<file path="src/rtl/store_buffer.sv">
// Store buffer between the MEM-stage byte-enable generator and the data memory port.
// Small FIFO with youngest-entry coalescing, req/gnt drain and load-hazard detection.
module store_buffer #(
  parameter int XLEN  = 32,
  parameter int DEPTH = 4
) (
  input  logic                       clk,
  input  logic                       rst_n,
  input  logic                       st_valid,
  input  logic [XLEN-1:0]            st_addr,
  input  logic [XLEN-1:0]            st_wdata,
  input  logic [XLEN/8-1:0]          st_be,
  output logic                       st_ready,
  input  logic                       ld_valid,
  input  logic [XLEN-1:0]            ld_addr,
  output logic                       ld_hazard,
  output logic                       mem_req,
  output logic [XLEN-1:0]            mem_addr,
  output logic [XLEN-1:0]            mem_wdata,
  output logic [XLEN/8-1:0]          mem_be,
  input  logic                       mem_gnt,
  output logic [$clog2(DEPTH):0]     count,
  output logic                       empty
);

  localparam int LB  = XLEN / 8;
  localparam int OFF = $clog2(LB);
  localparam int PW  = $clog2(DEPTH);
  localparam int CW  = PW + 1;
  localparam int WW  = XLEN - OFF;

  logic [PW-1:0]   head, tail, tail_m1;
  logic [CW-1:0]   cnt;
  logic [DEPTH-1:0] vld;
  logic [WW-1:0]   widx  [DEPTH];
  logic [XLEN-1:0] wdat  [DEPTH];
  logic [LB-1:0]   wbe   [DEPTH];

  logic [WW-1:0] st_word, ld_word;
  logic          full, coalesce_hit, accept, push_new, merge, pop, ld_match;
  logic          unused_lsbs;

  assign st_word = st_addr[XLEN-1:OFF];
  assign ld_word = ld_addr[XLEN-1:OFF];
  assign unused_lsbs = ^{st_addr[OFF-1:0], ld_addr[OFF-1:0]};

  assign tail_m1 = tail - 1'b1;
  assign full    = (cnt == CW'(DEPTH));
  // Needing two entries guarantees the merge target is never the head being presented.
  assign coalesce_hit = (cnt >= CW'(2)) && (widx[tail_m1] == st_word);
  assign st_ready     = !full || coalesce_hit;

  assign accept   = st_valid && st_ready && (|st_be);
  assign push_new = accept && !coalesce_hit;
  assign merge    = accept && coalesce_hit;

  assign mem_req   = (cnt != '0);
  assign pop       = mem_req && mem_gnt;
  assign mem_addr  = {widx[head], {OFF{1'b0}}};
  assign mem_wdata = wdat[head];
  assign mem_be    = wbe[head];

  assign count = cnt;
  assign empty = (cnt == '0);

  always_comb begin
    ld_match = 1'b0;
    for (int i = 0; i < DEPTH; i++) begin
      if (vld[i] && (widx[i] == ld_word)) ld_match = 1'b1;
    end
  end

  assign ld_hazard = ld_valid && ld_match;

  always_ff @(posedge clk or negedge rst_n) begin
    if (!rst_n) begin
      head <= '0;
      tail <= '0;
      cnt  <= '0;
      vld  <= '0;
    end else begin
      if (pop) begin
        head      <= head + 1'b1;
        vld[head] <= 1'b0;
      end
      if (push_new) begin
        tail      <= tail + 1'b1;
        vld[tail] <= 1'b1;
      end
      case ({push_new, pop})
        2'b10:   cnt <= cnt + 1'b1;
        2'b01:   cnt <= cnt - 1'b1;
        default: cnt <= cnt;
      endcase
    end
  end

  // Payload needs no reset; valid bits and count qualify it.
  always_ff @(posedge clk) begin
    if (push_new) begin
      widx[tail] <= st_word;
      wdat[tail] <= st_wdata;
      wbe[tail]  <= st_be;
    end else if (merge) begin
      for (int i = 0; i < LB; i++) begin
        if (st_be[i]) wdat[tail_m1][8*i +: 8] <= st_wdata[8*i +: 8];
      end
      wbe[tail_m1] <= wbe[tail_m1] | st_be;
    end
  end

endmodule

</file>
<file path="config.mk">
export PLATFORM = sky130hd
export DESIGN_NAME = store_buffer
export DESIGN_NICKNAME = d
export VERILOG_FILES = /design/src/rtl/store_buffer.sv
export SDC_FILE = /design/constraint.sdc
export NUM_CORES = 1
export LEC_CHECK = 0
export ABC_AREA = 1
export CAP_MARGIN = 40
export CELL_PAD_IN_SITES_DETAIL_PLACEMENT = 1
export CELL_PAD_IN_SITES_GLOBAL_PLACEMENT = 1
export CORE_UTILIZATION = 43
export CTS_CLUSTER_SIZE = 25
export DETAILED_ROUTE_END_ITERATION = 8
export PLACE_DENSITY_LB_ADDON = 0.1
export SYNTH_ARGS = -nofsm -noshare
export SYNTH_HDL_FRONTEND = slang
export SYNTH_SLANG_ARGS = --single-unit
</file>
<file path="constraint.sdc">
create_clock -name clk -period 4.7 [get_ports clk]
set_clock_uncertainty 0.1 [all_clocks]
set_input_delay 1.41 -clock clk [delete_from_list [all_inputs] [get_ports clk]]
set_output_delay 1.41 -clock clk [all_outputs]
set_load 0.02 [all_outputs]
</file>
# Word level (Yosys, flattened, before mapping)
# Memories as Yosys holds them, arrays and structs flattened.
# Cells that the tools add are included.
# totals
ramBits	264
elab_cells	89
ff_bits	11
n_memories	3
# op_classes
muxes	38
n_lt_le_gt_ge	5
n_addsub	5
eq_ne	8
n_bitwise	4
reduce_logical	22
# memory_table
name	words	word_bits	rd	rd_clocked_by_memory_dff	wr	line_no	text
wdat	4	32	1	0	1	36	logic [XLEN-1:0] wdat [DEPTH];
widx	4	30	6	0	1	35	logic [WW-1:0] widx [DEPTH];
wbe	4	4	2	0	1	37	logic [LB-1:0] wbe [DEPTH];
# op_table
cell	count
$eq 30x30->1	5
$mux 32	1
$reduce_or 32->1	1
$mux 1	28
$mux 4	4
$logic_and 1x1->1	13
$or 4x4->4	2
$reduce_or 4->1	2
$lt 2x3->1 const B	2
$pmux 3 s2	1
$add 2x1->2 const B	2
$and 4x4->4	1
$demux 1 s2	2
$ge 2x1->1 const B	2
$mux 2	2
$not 4->4	1
$add 3x1->3 const B	1
$eq 3x3->1 const B	1
$ge 3x2->1 const B	1
$logic_not 3->1	1
$reduce_bool 3->1	1
$sub 3x1->3 const B	1
$eq 2x1->1 const B	1
$eq 2x2->1 const B	1
other kinds (4)	5

# Logic depth before layout (Yosys ltp)
# An unclocked memory read counts as a cell.
# depth
word_depth	13
depth_mapped	26
ltp_nobuf	20

# Least setup slack after synthesis
# Ideal clock, no wire load.
# synth_timing
path_type	flip-flop to flip-flop
start	register tail[0]
end	memory widx[0][0] (netlist bit), enable pin
stages_incl_launch_ff	22
setup_slack_ns	0.455
t_arrival_ns	3.728
path_buffers	6
cell_sequence	dfrtp_1 buf_6 inv_6 buf_6 buf_2 ha_1 buf_6 inv_4 buf_4 nand3_1 nand2_1 nand2_1 nand2_1 nor2_1 nand2_1 nor2_1 nand2_1 inv_1 nand2_1 nand3b_2 buf_4 nor2_1
# synth_via
elab_chain_len	10
elab_cells_between_ends	11
# synth_rtl
element	line_no	text
from (decl)	32	logic [PW-1:0] head, tail, tail_m1;
from (signal assigned)	87	tail <= tail + 1'b1;
$sub 2x1->2 *	47	assign tail_m1 = tail - 1'b1;
net tail_m1[0]	32	
$mem_v2 4x30 *	n/a	
$eq 30x30->1 *	50	assign coalesce_hit = (cnt >= CW'(2)) && (widx[tail_m1] == st_word);
$logic_and 1x1->1 *	50	
$logic_or 1x1->1	51	assign st_ready = !full || coalesce_hit;
$logic_and 1x1->1 (2 in series)	53	assign accept = st_valid && st_ready && (|st_be);
$logic_and 1x1->1 *	54	assign push_new = accept && !coalesce_hit;
$mux 1 *	100	if (push_new) begin
$mux 1 (implied by the code) *	101	widx[tail] <= st_word;
to (decl)	35	
# Mark *: on every way through the listed nets, which the timed path passes. The rest lies on a longest branch.

# Worst setup path after layout
# layout_timing
start	input port ld_addr[13]
end	output port ld_hazard
# layout_via
elab_chain_len	7
elab_cells_between_ends	13
# layout_rtl
element	line_no	text
from (decl)	15	input logic [XLEN-1:0] ld_addr,
$eq 30x30->1	69	if (vld[i] && (widx[i] == ld_word)) ld_match = 1'b1;
$logic_and 1x1->1	69	
$mux 1 (3 in series)	69	
$mux 1 *	69	
$logic_and 1x1->1 *	73	assign ld_hazard = ld_valid && ld_match;
to (decl)	16	output logic ld_hazard,
# Every way passes the cells marked *; elsewhere a longest branch is shown, timed or not.

==> flow_metrics.tcl <==
set metrics [dict create \
    min_to "vld[1]" \
    place_inst 2200 \
    ys_warn_count 0 \
    grt_max_degree 129 \
    chipWidth_um 184 \
    cts_buffers 31 \
    drc_errors 0 \
    tightestPinTransition_ns 0.725 \
    syn_inst 1515 \
    multi_input_area_um2 5450 \
    dp_hpwl_um 38900 \
    antenna_found_initial 1 \
    status "complete, no violations" \
    worstHoldPathType "flip-flop to flip-flop" \
    wl_per_cell_um 24.4 \
    register_area_um2 8210 \
    area_growth_pct 32.0 \
    avgSynthCellArea_um2 9.35 \
    fin_ws_ns 0.0593 \
    root_buffer "clkbuf_16" \
    ys_seq_area_frac 0.579 \
    core-area_um2 32500 \
    synth-edff-count 264 \
    rows 66 \
    clkLatencyLatePin_ns 0.57 \
    crit_required_ns 3.19 \
    grt-ovfl-total 0 \
    drive_above_1_share 0.162 \
    pin_count 180 \
    mostFrequentLayoutCells "nand2_1 (367), edfxtp_1 (264), nor2_1 (193), o21ai_0 (183), buf_4 (139)" \
    path_max_fanout 6 \
    fin_crit_sh 0.987 \
    die_height_um 184 \
    start_util 0.437 \
    ff2ff_setup_slack_ns 0.94 \
    p_total_w 0.0132 \
    r2r-start "tail[0]" \
    maxCapViolations 0 \
    crit_type "input port to primary output" \
    clock_power_share 0.202 \
    p_sw_frac 0.443 \
    async_reset_ff_frac 0.0400 \
    vias 13035 \
    final_util 0.576 \
    crit_arrival_ns 3.13 \
    hold_depth 2 \
    cts_tree "yes" \
    cts_htree_levels 1 \
    intPower_w 0.00734 \
    clockBufferDepth 3 \
    rsz0062_at_grt "yes" \
    combPwrFrac 0.525 \
    power_leakage_nw 7.46 \
    postRouteAntennaNets 0 \
    seqPwrFrac 0.272 \
    nNetsFinal 1917 \
    relSlewSlack 0.516 \
    whs_ns 0.459 \
    synth-seq-cells 275 \
    max_freq_mhz 215 \
    setup_violations 0 \
    clkSinkCount 275 \
    grt_pass1_vias 13487 \
    firstDrtPassIters 5 \
    routabilityCongestion 0.976 \
    final_common_cell "nand2_1" \
    fillCellCount 3593 \
    r2r_end "wdat[2][5]" \
    clk_pin_slew_ns 0.06 \
    ys_types 42 \
    synthesis.area_um2 14200 \
    p_per_area_nw_per_um2 704 \
    port-buffer-count 173 \
    min_from "vld[1]" \
    finalCriticalPeriod_ns 4.64 \
    grt_pass1_wl_um 81200 \
    diodes 0 \
    cp-start-kind "input port" \
    slew_violations 0 \
    switchingPower_w 0.00583 \
    end_kind "primary output" \
    vias_per_cell 5.75 \
    rr_worst_depth 19 \
    die_area_um2 33700 \
    synth-main-ff-cell "edfxtp_1" \
    grtUsageTotal 0.326 \
    totalWireLength_um 55300 \
    final_cells 2268 \
    preCtsSetupSlack_ns -0.638 \
    ir_drop_mv 0.418 \
    drt_iter0_drc 894 \
    hold_violations 0 \
]
[metal layers]
metal	wire length [um]	vias to the layer above	part of all wire	global-route usage
met4	2380	2	0.043	0.143
li1	-	5888	-	-
met1	21700	6563	0.39	0.395
met3	3430	117	0.062	0.0485
met5	11	-	0.00020	0
met2	27800	465	0.50	0.576
[critical path, stage by stage]
cell and delay (ns):
clkdlybuf4s50_1 0.41, inv_2 0.12, o22ai_1 0.10, nor4_1 0.30
buf_4 0.19, nand3_1 0.06, nor2_1 0.11, nand2_1 0.06
nand2_1 0.07, nor2_2 0.05, nor2_1 0.10, buf_4 0.14
[flip-flops by register name (all words and copies together), names as in the netlist]
signal	count
count	3
head	2
tail	2
vld	4
wbe	16
wdat	128
widx	120
[synth_stat cells, types with 4 or more instances]
library cell	number	area, um2
nor2_1	202	758
clkbuf_1	41	154
nand2_2	6	37.5
inv_2	4	15.0
nand4_1	4	25.0
nand3_1	91	455
nand3b_1	15	113
nor3_1	4	20.0
a221oi_1	8	70.1
a22o_1	12	105
buf_2	6	30.0
or2_2	13	81.3
nand2_1	369	1390
nor4_1	17	106
buf_6	9	101
edfxtp_1	264	7930
xnor2_1	14	123
ha_1	9	113
nand3_2	7	70.1
inv_1	76	285
o21ai_0	191	956
xor2_1	14	123
dfrtp_1	11	275
buf_4	11	82.6
o22ai_1	81	507
a21oi_1	13	65.1
a31o_2	4	35.0
[through the flow]
stage,area (um2),TNS [ns]
after floorplan,14200,0
after global placement,17300,-1.14
final,18700,0
after CTS,18500,-0.0303
after global routing,18700,-0.0480
after detailed placement,17300,-1.16
[power groups by stage]
stage / Combinational [W] / Clock (W) / Sequential [W]
6_report: 0.00692 / 0.00266 / 0.00359
2_1_floorplan: 0.00374 / 0 / 0.00346
4_1_cts: 0.00683 / 0.00270 / 0.00357
3_5_place_dp: 0.00664 / 0 / 0.00361
3_3_place_gp: 0.00644 / 0 / 0.00359
5_1_grt: 0.00739 / 0.00277 / 0.00362
[layout make-up]
class | count | share of cell area
Sequential cell | 275 | 0.439
Clock inverter | 24 | 0.0179
Multi-Input combinational cell | 1089 | 0.292
Inverter | 82 | 0.0178
Tap cell | 442 | 0.0296
Clock buffer | 33 | 0.0419
Timing Repair Buffer | 323 | 0.162
[worst max path at each step]
stage	endpoint	start	cells after the start	slack, ns
after floorplan	widx[0][0]	tail[0]	21	0.46
after global placement	ld_hazard	ld_addr[30]	10	-0.63
after detailed placement	ld_hazard	ld_addr[12]	11	-0.64
after CTS	ld_hazard	ld_addr[17]	12	-0.03
after global routing	ld_hazard	ld_addr[13]	12	-0.05
final	ld_hazard	ld_addr[13]	12	0.06
[logic make-up (layout without fill, tap and decap cells)]
group / after synthesis / count (layout) / share of synthesized area
AOI/OAI and AO/OA: 317 / 317 / 0.128
and+or+nand+nor: 732 / 732 / 0.218
adders and majority gates: 10 / 10 / 0.00936
xor gates and xnor gates: 28 / 28 / 0.0173
DFF: 275 / 275 / 0.579
other: 1 / 2 / 0.000265
buffers and inverters: 152 / 462 / 0.0490
[what timing repair did]
| item | in CTS | in global routing |
|---|---|---|
| pin swaps | 4 | 31 |
| endpoints found under the setup margin | 2 | 2 |
| resized for setup | 46 | 64 |
| hold buffers | 0 | 0 |
| setup buffers | 4 | 7 |
Power figures use the tool's default switching activity.
